[config.mk]
export PLATFORM = sky130hd
export DESIGN_NAME = alu
export DESIGN_NICKNAME = d
export VERILOG_FILES = /design/src/rtl/alu_pkg.sv /design/src/rtl/alu_core.sv /design/src/rtl/alu.sv
export SDC_FILE = /design/constraint.sdc
export NUM_CORES = 1
export LEC_CHECK = 0
export CORE_UTILIZATION = 25
export DETAILED_ROUTE_END_ITERATION = 16
export SYNTH_ARGS = -nofsm -noshare
export SYNTH_HDL_FRONTEND = slang
export SYNTH_SLANG_ARGS = --single-unit
[constraint.sdc]
create_clock -name i_clk -period 5.8 [get_ports i_clk]
set_input_delay 1.16 -clock i_clk [delete_from_list [all_inputs] [get_ports i_clk]]
set_output_delay 1.16 -clock i_clk [all_outputs]
set_load 0.005 [all_outputs]
[src/rtl/alu_pkg.sv]
// Shared definitions for the ALU: default widths and opcode encodings.
package alu_pkg;

    localparam int NB_DATA_DEF   = 8;
    localparam int NB_OPCODE_DEF = 6;

    localparam logic [5:0] OP_ADD = 6'b100000;
    localparam logic [5:0] OP_SUB = 6'b100010;
    localparam logic [5:0] OP_AND = 6'b100100;
    localparam logic [5:0] OP_OR  = 6'b100101;
    localparam logic [5:0] OP_XOR = 6'b100110;
    localparam logic [5:0] OP_NOR = 6'b100111;
    localparam logic [5:0] OP_SRA = 6'b000011;
    localparam logic [5:0] OP_SRL = 6'b000010;

endpackage

[src/rtl/alu_core.sv]
// Combinational ALU datapath: result plus carry/borrow and signed overflow.
module alu_core
    import alu_pkg::*;
#(
    parameter int NB_DATA   = NB_DATA_DEF,
    parameter int NB_OPCODE = NB_OPCODE_DEF
) (
    input  logic [NB_DATA-1:0]   i_op_1,
    input  logic [NB_DATA-1:0]   i_op_2,
    input  logic [NB_OPCODE-1:0] i_opcode,
    output logic [NB_DATA-1:0]   o_result,
    output logic                 o_carry,
    output logic                 o_overflow
);

    localparam logic [NB_OPCODE-1:0] C_ADD = NB_OPCODE'(OP_ADD);
    localparam logic [NB_OPCODE-1:0] C_SUB = NB_OPCODE'(OP_SUB);
    localparam logic [NB_OPCODE-1:0] C_AND = NB_OPCODE'(OP_AND);
    localparam logic [NB_OPCODE-1:0] C_OR  = NB_OPCODE'(OP_OR);
    localparam logic [NB_OPCODE-1:0] C_XOR = NB_OPCODE'(OP_XOR);
    localparam logic [NB_OPCODE-1:0] C_NOR = NB_OPCODE'(OP_NOR);
    localparam logic [NB_OPCODE-1:0] C_SRA = NB_OPCODE'(OP_SRA);
    localparam logic [NB_OPCODE-1:0] C_SRL = NB_OPCODE'(OP_SRL);

    localparam int MSB = NB_DATA - 1;

    // The extra top bit of sum is the carry-out; of diff it is the borrow.
    logic [NB_DATA:0] sum;
    logic [NB_DATA:0] diff;

    assign sum  = {1'b0, i_op_1} + {1'b0, i_op_2};
    assign diff = {1'b0, i_op_1} - {1'b0, i_op_2};

    // Operation select; undefined opcodes fall through to all-zero outputs.
    always_comb begin
        o_result   = '0;
        o_carry    = 1'b0;
        o_overflow = 1'b0;
        case (i_opcode)
            C_ADD: begin
                o_result   = sum[NB_DATA-1:0];
                o_carry    = sum[NB_DATA];
                o_overflow = (i_op_1[MSB] == i_op_2[MSB]) && (sum[MSB] != i_op_1[MSB]);
            end
            C_SUB: begin
                o_result   = diff[NB_DATA-1:0];
                o_carry    = diff[NB_DATA];
                o_overflow = (i_op_1[MSB] != i_op_2[MSB]) && (diff[MSB] != i_op_1[MSB]);
            end
            C_AND: o_result = i_op_1 & i_op_2;
            C_OR:  o_result = i_op_1 | i_op_2;
            C_XOR: o_result = i_op_1 ^ i_op_2;
            C_NOR: o_result = ~(i_op_1 | i_op_2);
            // Shift amount is the full unsigned i_op_2, so oversized shifts
            // naturally saturate to sign fill / zero.
            C_SRA: o_result = $signed(i_op_1) >>> i_op_2;
            C_SRL: o_result = i_op_1 >> i_op_2;
            default: o_result = '0;
        endcase
    end

endmodule

[src/rtl/alu.sv]
// ALU top: combinational result from alu_core, status flags registered here.
module alu
    import alu_pkg::*;
#(
    parameter int NB_DATA   = NB_DATA_DEF,
    parameter int NB_OPCODE = NB_OPCODE_DEF
) (
    input  logic                 i_clk,
    input  logic                 i_rst_n,
    input  logic [NB_DATA-1:0]   i_op_1,
    input  logic [NB_DATA-1:0]   i_op_2,
    input  logic [NB_OPCODE-1:0] i_opcode,
    output logic [NB_DATA-1:0]   o_result,
    output logic                 o_carry,
    output logic                 o_overflow,
    output logic                 o_zero,
    output logic                 o_negative
);

    logic carry_nxt;
    logic overflow_nxt;

    alu_core #(
        .NB_DATA   (NB_DATA),
        .NB_OPCODE (NB_OPCODE)
    ) u_core (
        .i_op_1     (i_op_1),
        .i_op_2     (i_op_2),
        .i_opcode   (i_opcode),
        .o_result   (o_result),
        .o_carry    (carry_nxt),
        .o_overflow (overflow_nxt)
    );

    // Flags sample the live result each edge, so they trail o_result by one cycle.
    always_ff @(posedge i_clk or negedge i_rst_n) begin
        if (!i_rst_n) begin
            o_carry    <= 1'b0;
            o_overflow <= 1'b0;
            o_zero     <= 1'b0;
            o_negative <= 1'b0;
        end else begin
            o_carry    <= carry_nxt;
            o_overflow <= overflow_nxt;
            o_zero     <= (o_result == '0);
            o_negative <= o_result[NB_DATA-1];
        end
    end

endmodule

# Yosys cells after proc, flatten, opt, wreduce, memory -nomap -nowiden
# Cells that the tools add are included.
# op_classes
add_sub_neg	2
multipliers	0
div	0
n_lt_le_gt_ge	0
eq_ne	12
shift	2
mux	3
n_bitwise	4
n_reduce_logical	3
# op_table
operator	n
$pmux W8 S8	1
$eq A6 B6 Y1 const B	6
$eq A6 B2 Y1 const B	2
$add A8 B8 Y9	1
$sub A8 B8 Y9	1
$and A8 B8 Y8	1
$logic_not A8 Y1	1
$not A8 Y8	1
$or A8 B8 Y8	1
$shr A8 B8 Y8	1
$sshr A8 B8 Y8	1
$xor A8 B8 Y8	1
$pmux W1 S2	2
$ne A1 B1 Y1	3
$logic_and A1 B1 Y1	2
$eq A1 B1 Y1	1
# totals
register_bits	4
latch_bits	0
ramBits	0
mem_bits_ro	0
elab_cells	30
n_memories	0

# Longest topological paths before layout
# depth
depth_word	4
depth_mapped	11

# Modules after synthesis
# A second synthesis with hierarchy kept.
# unflattened
cells_unflattened	262
area_unflattened_um2	2062.0
# modules_own_cells
module	instances	cells_each	area_per_inst_um2
alu_core	1	255	1943.1
alu	1	7	118.9

# Least setup slack after synthesis
# No wires, ideal clock.
# synth_path
kind	in2out
from	input i_op_2[3]
to	output o_result[7]
arrival_time_ps	3205
t_required_ps	4640
path_slack_ps	1435
path_stages	10
n_path_buf	2
cell_sequence	clkbuf_1 > inv_1 > ha_1 > clkbuf_1 > and3_1 > o2bb2ai_1 > o41ai_1 > mux2i_1 > xnor2_1 > o21ai_0
# synth_between
elab_chain_len	2
word_cells_on_any_way	5
cone_classes	add/sub: 2; shift: 2; mux: 1
# synth_rtl
item	line	rtl
start: declaration	alu.sv:11	input logic [NB_DATA-1:0] i_op_2,
$sub A8 B8 Y9 (tied with other cells)	alu_core.sv:32	assign diff = {1'b0, i_op_1} - {1'b0, i_op_2};
$pmux W8 S8 *	alu_core.sv:39	case (i_opcode)
end: declaration	alu.sv:13	output logic [NB_DATA-1:0] o_result,
# Every way passes the cells marked *; elsewhere a longest branch is shown, timed or not.

# Worst setup path after layout
# layout_path
from	input i_op_1[1]
to	output o_result[7]
# layout_between
elab_chain_len	2
word_cells_on_any_way	5
cone_classes	add/sub: 2; shift: 2; mux: 1
# layout_rtl
item	line	rtl
start: declaration	alu.sv:10	input logic [NB_DATA-1:0] i_op_1,
$sub A8 B8 Y9 (tied with other cells)	alu_core.sv:32	
$pmux W8 S8 *	alu_core.sv:39	
# Marked as above.

==> qor.txt <==
Status - finished clean
Post-CTS Resized - 0
Number of global-route vias before repair - 1933
Hold-fix buffers, CTS - 0
Routed Antenna Nets - 0
Post-synth top area share - 0.1630
Worst-path clk slew - 30 ps
Die width - 87.83 µm
Setup Total Neg Slack - 0 ps
Final total power - 0.0002553 W
Largest net degree at the start of global routing - 17
Gate Count Post-Synth - 244
CP Buf/Inv Count - 3
Simple-Gate Fraction of Synth Area - 0.1997
Final WL - 5792 µm
Top Layer Used - met4
Ys async rst share - 1.000
CP Data Required Time - 4640 ps
Number of synthesized flops with an enable pin - 0
Fin crit share - 0.9461
Antenna cell count - 0
Synth unique cells - 59
Synth warnings - 0
Fmax - 182.2 MHz
Critical-path top delay cell - clkdlybuf4s50_1
Worst Tran Pin Value - 476.7 ps
Synth Area per Inst - 7.548 µm²
Vias after detailed routing - 1964
Die span in y - 87.83 µm
Sequential fraction of the synthesis area - 0.05435
First-pass GRT wire length - 9328 µm
Adder-Cell Fraction of Synth Area - 0.1848
Clock root cell - clkbuf_8
CTS tree - done
Design Area, Final - 2400 µm²
GRT Util Overall - 0.1536
Most instantiated cells after synthesis - nand2_1 (25), ha_1 (24), inv_1 (22)
RSZ-0062 raised after global routing - no
Sink Count - 4
Wl on met1 - 2646 µm
Slew margin rel. - 0.6780
Gr ovfl total - 0
Area post-placement - 2359 µm²
Routed wl met3 - 448 µm
Synth Flop Type - dfrtp_1
HPWL Detailed - 4756 µm
Hold Violations, Final - 0
Synth area leader - ha_1
Wire per inst - 15.28 µm
Critical path's top delay family - buffers and inverters
Leakage - 1.000 nW
Setup CP Type - in2out
Starting density of the core - 0.2652
Die Footprint - 7714 µm²
Metal2 WL - 2669 µm
# fillers - 737
Synth Area in Compound Gates - 0.2799
TritonCTS buffer count - 3
Logic gate share of total power - 0.651
Synth Cell Area - 1842 µm²
Synth Area in XOR/XNOR - 0.08560
Nets - 335
Yosys reg bits - 4
Pwr dens - 106.4 nW/µm²
Final slew viol count - 0
Remaining DRCs - 0
Port Buffer Count - 35
Final setup margin - 312.6 ps
Cell Chain, Critical Path - clkdlybuf4s50_1 > inv_1 > ha_1 > o21ba_2 > or4_1 > a31oi_1 > mux2i_1 > xnor2_1 > o21ai_0 > clkdlybuf4s50_1
RD Place Congestion - 0.9202
Pint - 0.0001543 W
Setup crit end kind - primary output
Count leader, synth - nand2_1
Slowest stage delay, CP - 610 ps
Layout cells sized above 1 - 0.1272
CP Data Arrival Time - 4330 ps
DRT Pass-1 Iters - 4
Tmin final - 5487 ps
Iter 0 DRT Violations - 164
Main combinational cell family by area after synthesis - compound AO/OA/AOI/OAI gates
Pre-CTS setup slack - 300.9 ps
Hold crit path type - in2async
Sequential share of power - 0.119
Area Overhead vs Synth - 30.30%
Initial antenna violation count - 0
IO Pins - 36
Switching Power - 0.0001010 W
Max Cap Viol - 0
Largest fanout on the critical path - 6
Postcts setup bufs - 0
Rows - 30
DR vias/cell - 5.182
Max rail drop VDD - 50.13 µV
Core area - 6944 µm²
Syn Nets - 294
Most common cell on crit path - clkdlybuf4s50_1
Critical path launch point type - input port
Htree depth - 1
Deepest clock path buffer count - 2
Clk pwr share - 0.230
Final setup viols - 0
Mux contribution to synthesized area - 0.1168
Area contributors post-synth - ha_1 (16%), xnor2_1 (7.1%), dfrtp_1 (5.4%), nand2_1 (5.1%), mux4_2 (4.9%)
Switching part of the total - 0.3956
[metrics by stage]
stage / instances / util / hold WS (ps)
CTS: 379 / 0.3456 / 1133
detailed placement: 376 / 0.3396 / 1367
global placement: 376 / 0.3396 / 1370
floorplan: 244 / - / 864.4
finish: 379 / 0.3456 / 1136
global route: 379 / 0.3456 / 1160
[worst max-delay path by stage]
stage	depth (start not counted)	slack [ps]	from	to
6_report	10	310	i_op_1[1]	o_result[7]
3_3_place_gp	10	350	i_op_1[1]	o_result[7]
4_1_cts	10	300	i_op_1[1]	o_result[7]
2_1_floorplan	10	1440	i_op_2[3]	o_result[7]
3_5_place_dp	10	300	i_op_1[1]	o_result[7]
5_1_grt	10	120	i_op_1[1]	o_result[7]
[power by group through the flow]
stage / Combinational [W] / Clock [W] / Sequential [W]
2_1_floorplan: 0.000106 / 0 / 0.0000310
4_1_cts: 0.000166 / 0.0000609 / 0.0000303
6_report: 0.000166 / 0.0000587 / 0.0000303
3_5_place_dp: 0.000165 / 0 / 0.0000307
5_1_grt: 0.000183 / 0.0000624 / 0.0000304
3_3_place_gp: 0.000164 / 0 / 0.0000306
[state kept, by name, indices dropped and copies added, names as in the netlist]
register / count
o_zero: 1
o_negative: 1
o_carry: 1
o_overflow: 1
[logic make-up (layout without fill, tap and decap cells)]
kind of cell / after synthesis / count (layout)
AOI/OAI and AO/OA: 71 / 71
xor gates and xnor gates: 18 / 18
and+or+nand+nor: 73 / 73
muxes: 16 / 16
DFF: 4 / 4
buffers and inverters: 36 / 75
adders and majority gates: 26 / 26
[cell usage in the layout, fill, tap and decap left out, types with 4 or more instances in the layout]
cell type / instances
ha_1: 24
nor3_1: 11
o21ai_0: 10
inv_1: 22
mux2_2: 4
xnor2_1: 15
o211ai_1: 7
mux4_2: 4
nor2_1: 18
a31oi_1: 4
dfrtp_1: 4
mux2i_1: 8
a21oi_1: 15
nand2_1: 25
a22o_1: 4
buf_4: 14
clkdlybuf4s50_1: 35
[metal layers]
layer	global-route usage	vias to the layer above
li1	-	968
met1	0.2098	904
met2	0.2622	89
met3	0.01225	3
met4	0.03428	0
met5	0	-
[cell type report]
type	count	area (µm²)	area share
Multi-Input combinational cell	204	1597	0.6653
Timing Repair Buffer	49	455.4	0.1898
Tap cell	96	120.1	0.05005
Sequential cell	4	100.1	0.04171
Inverter	23	86.33	0.03597
Clock buffer	3	41.29	0.01721
Power figures use the tool's default switching activity.
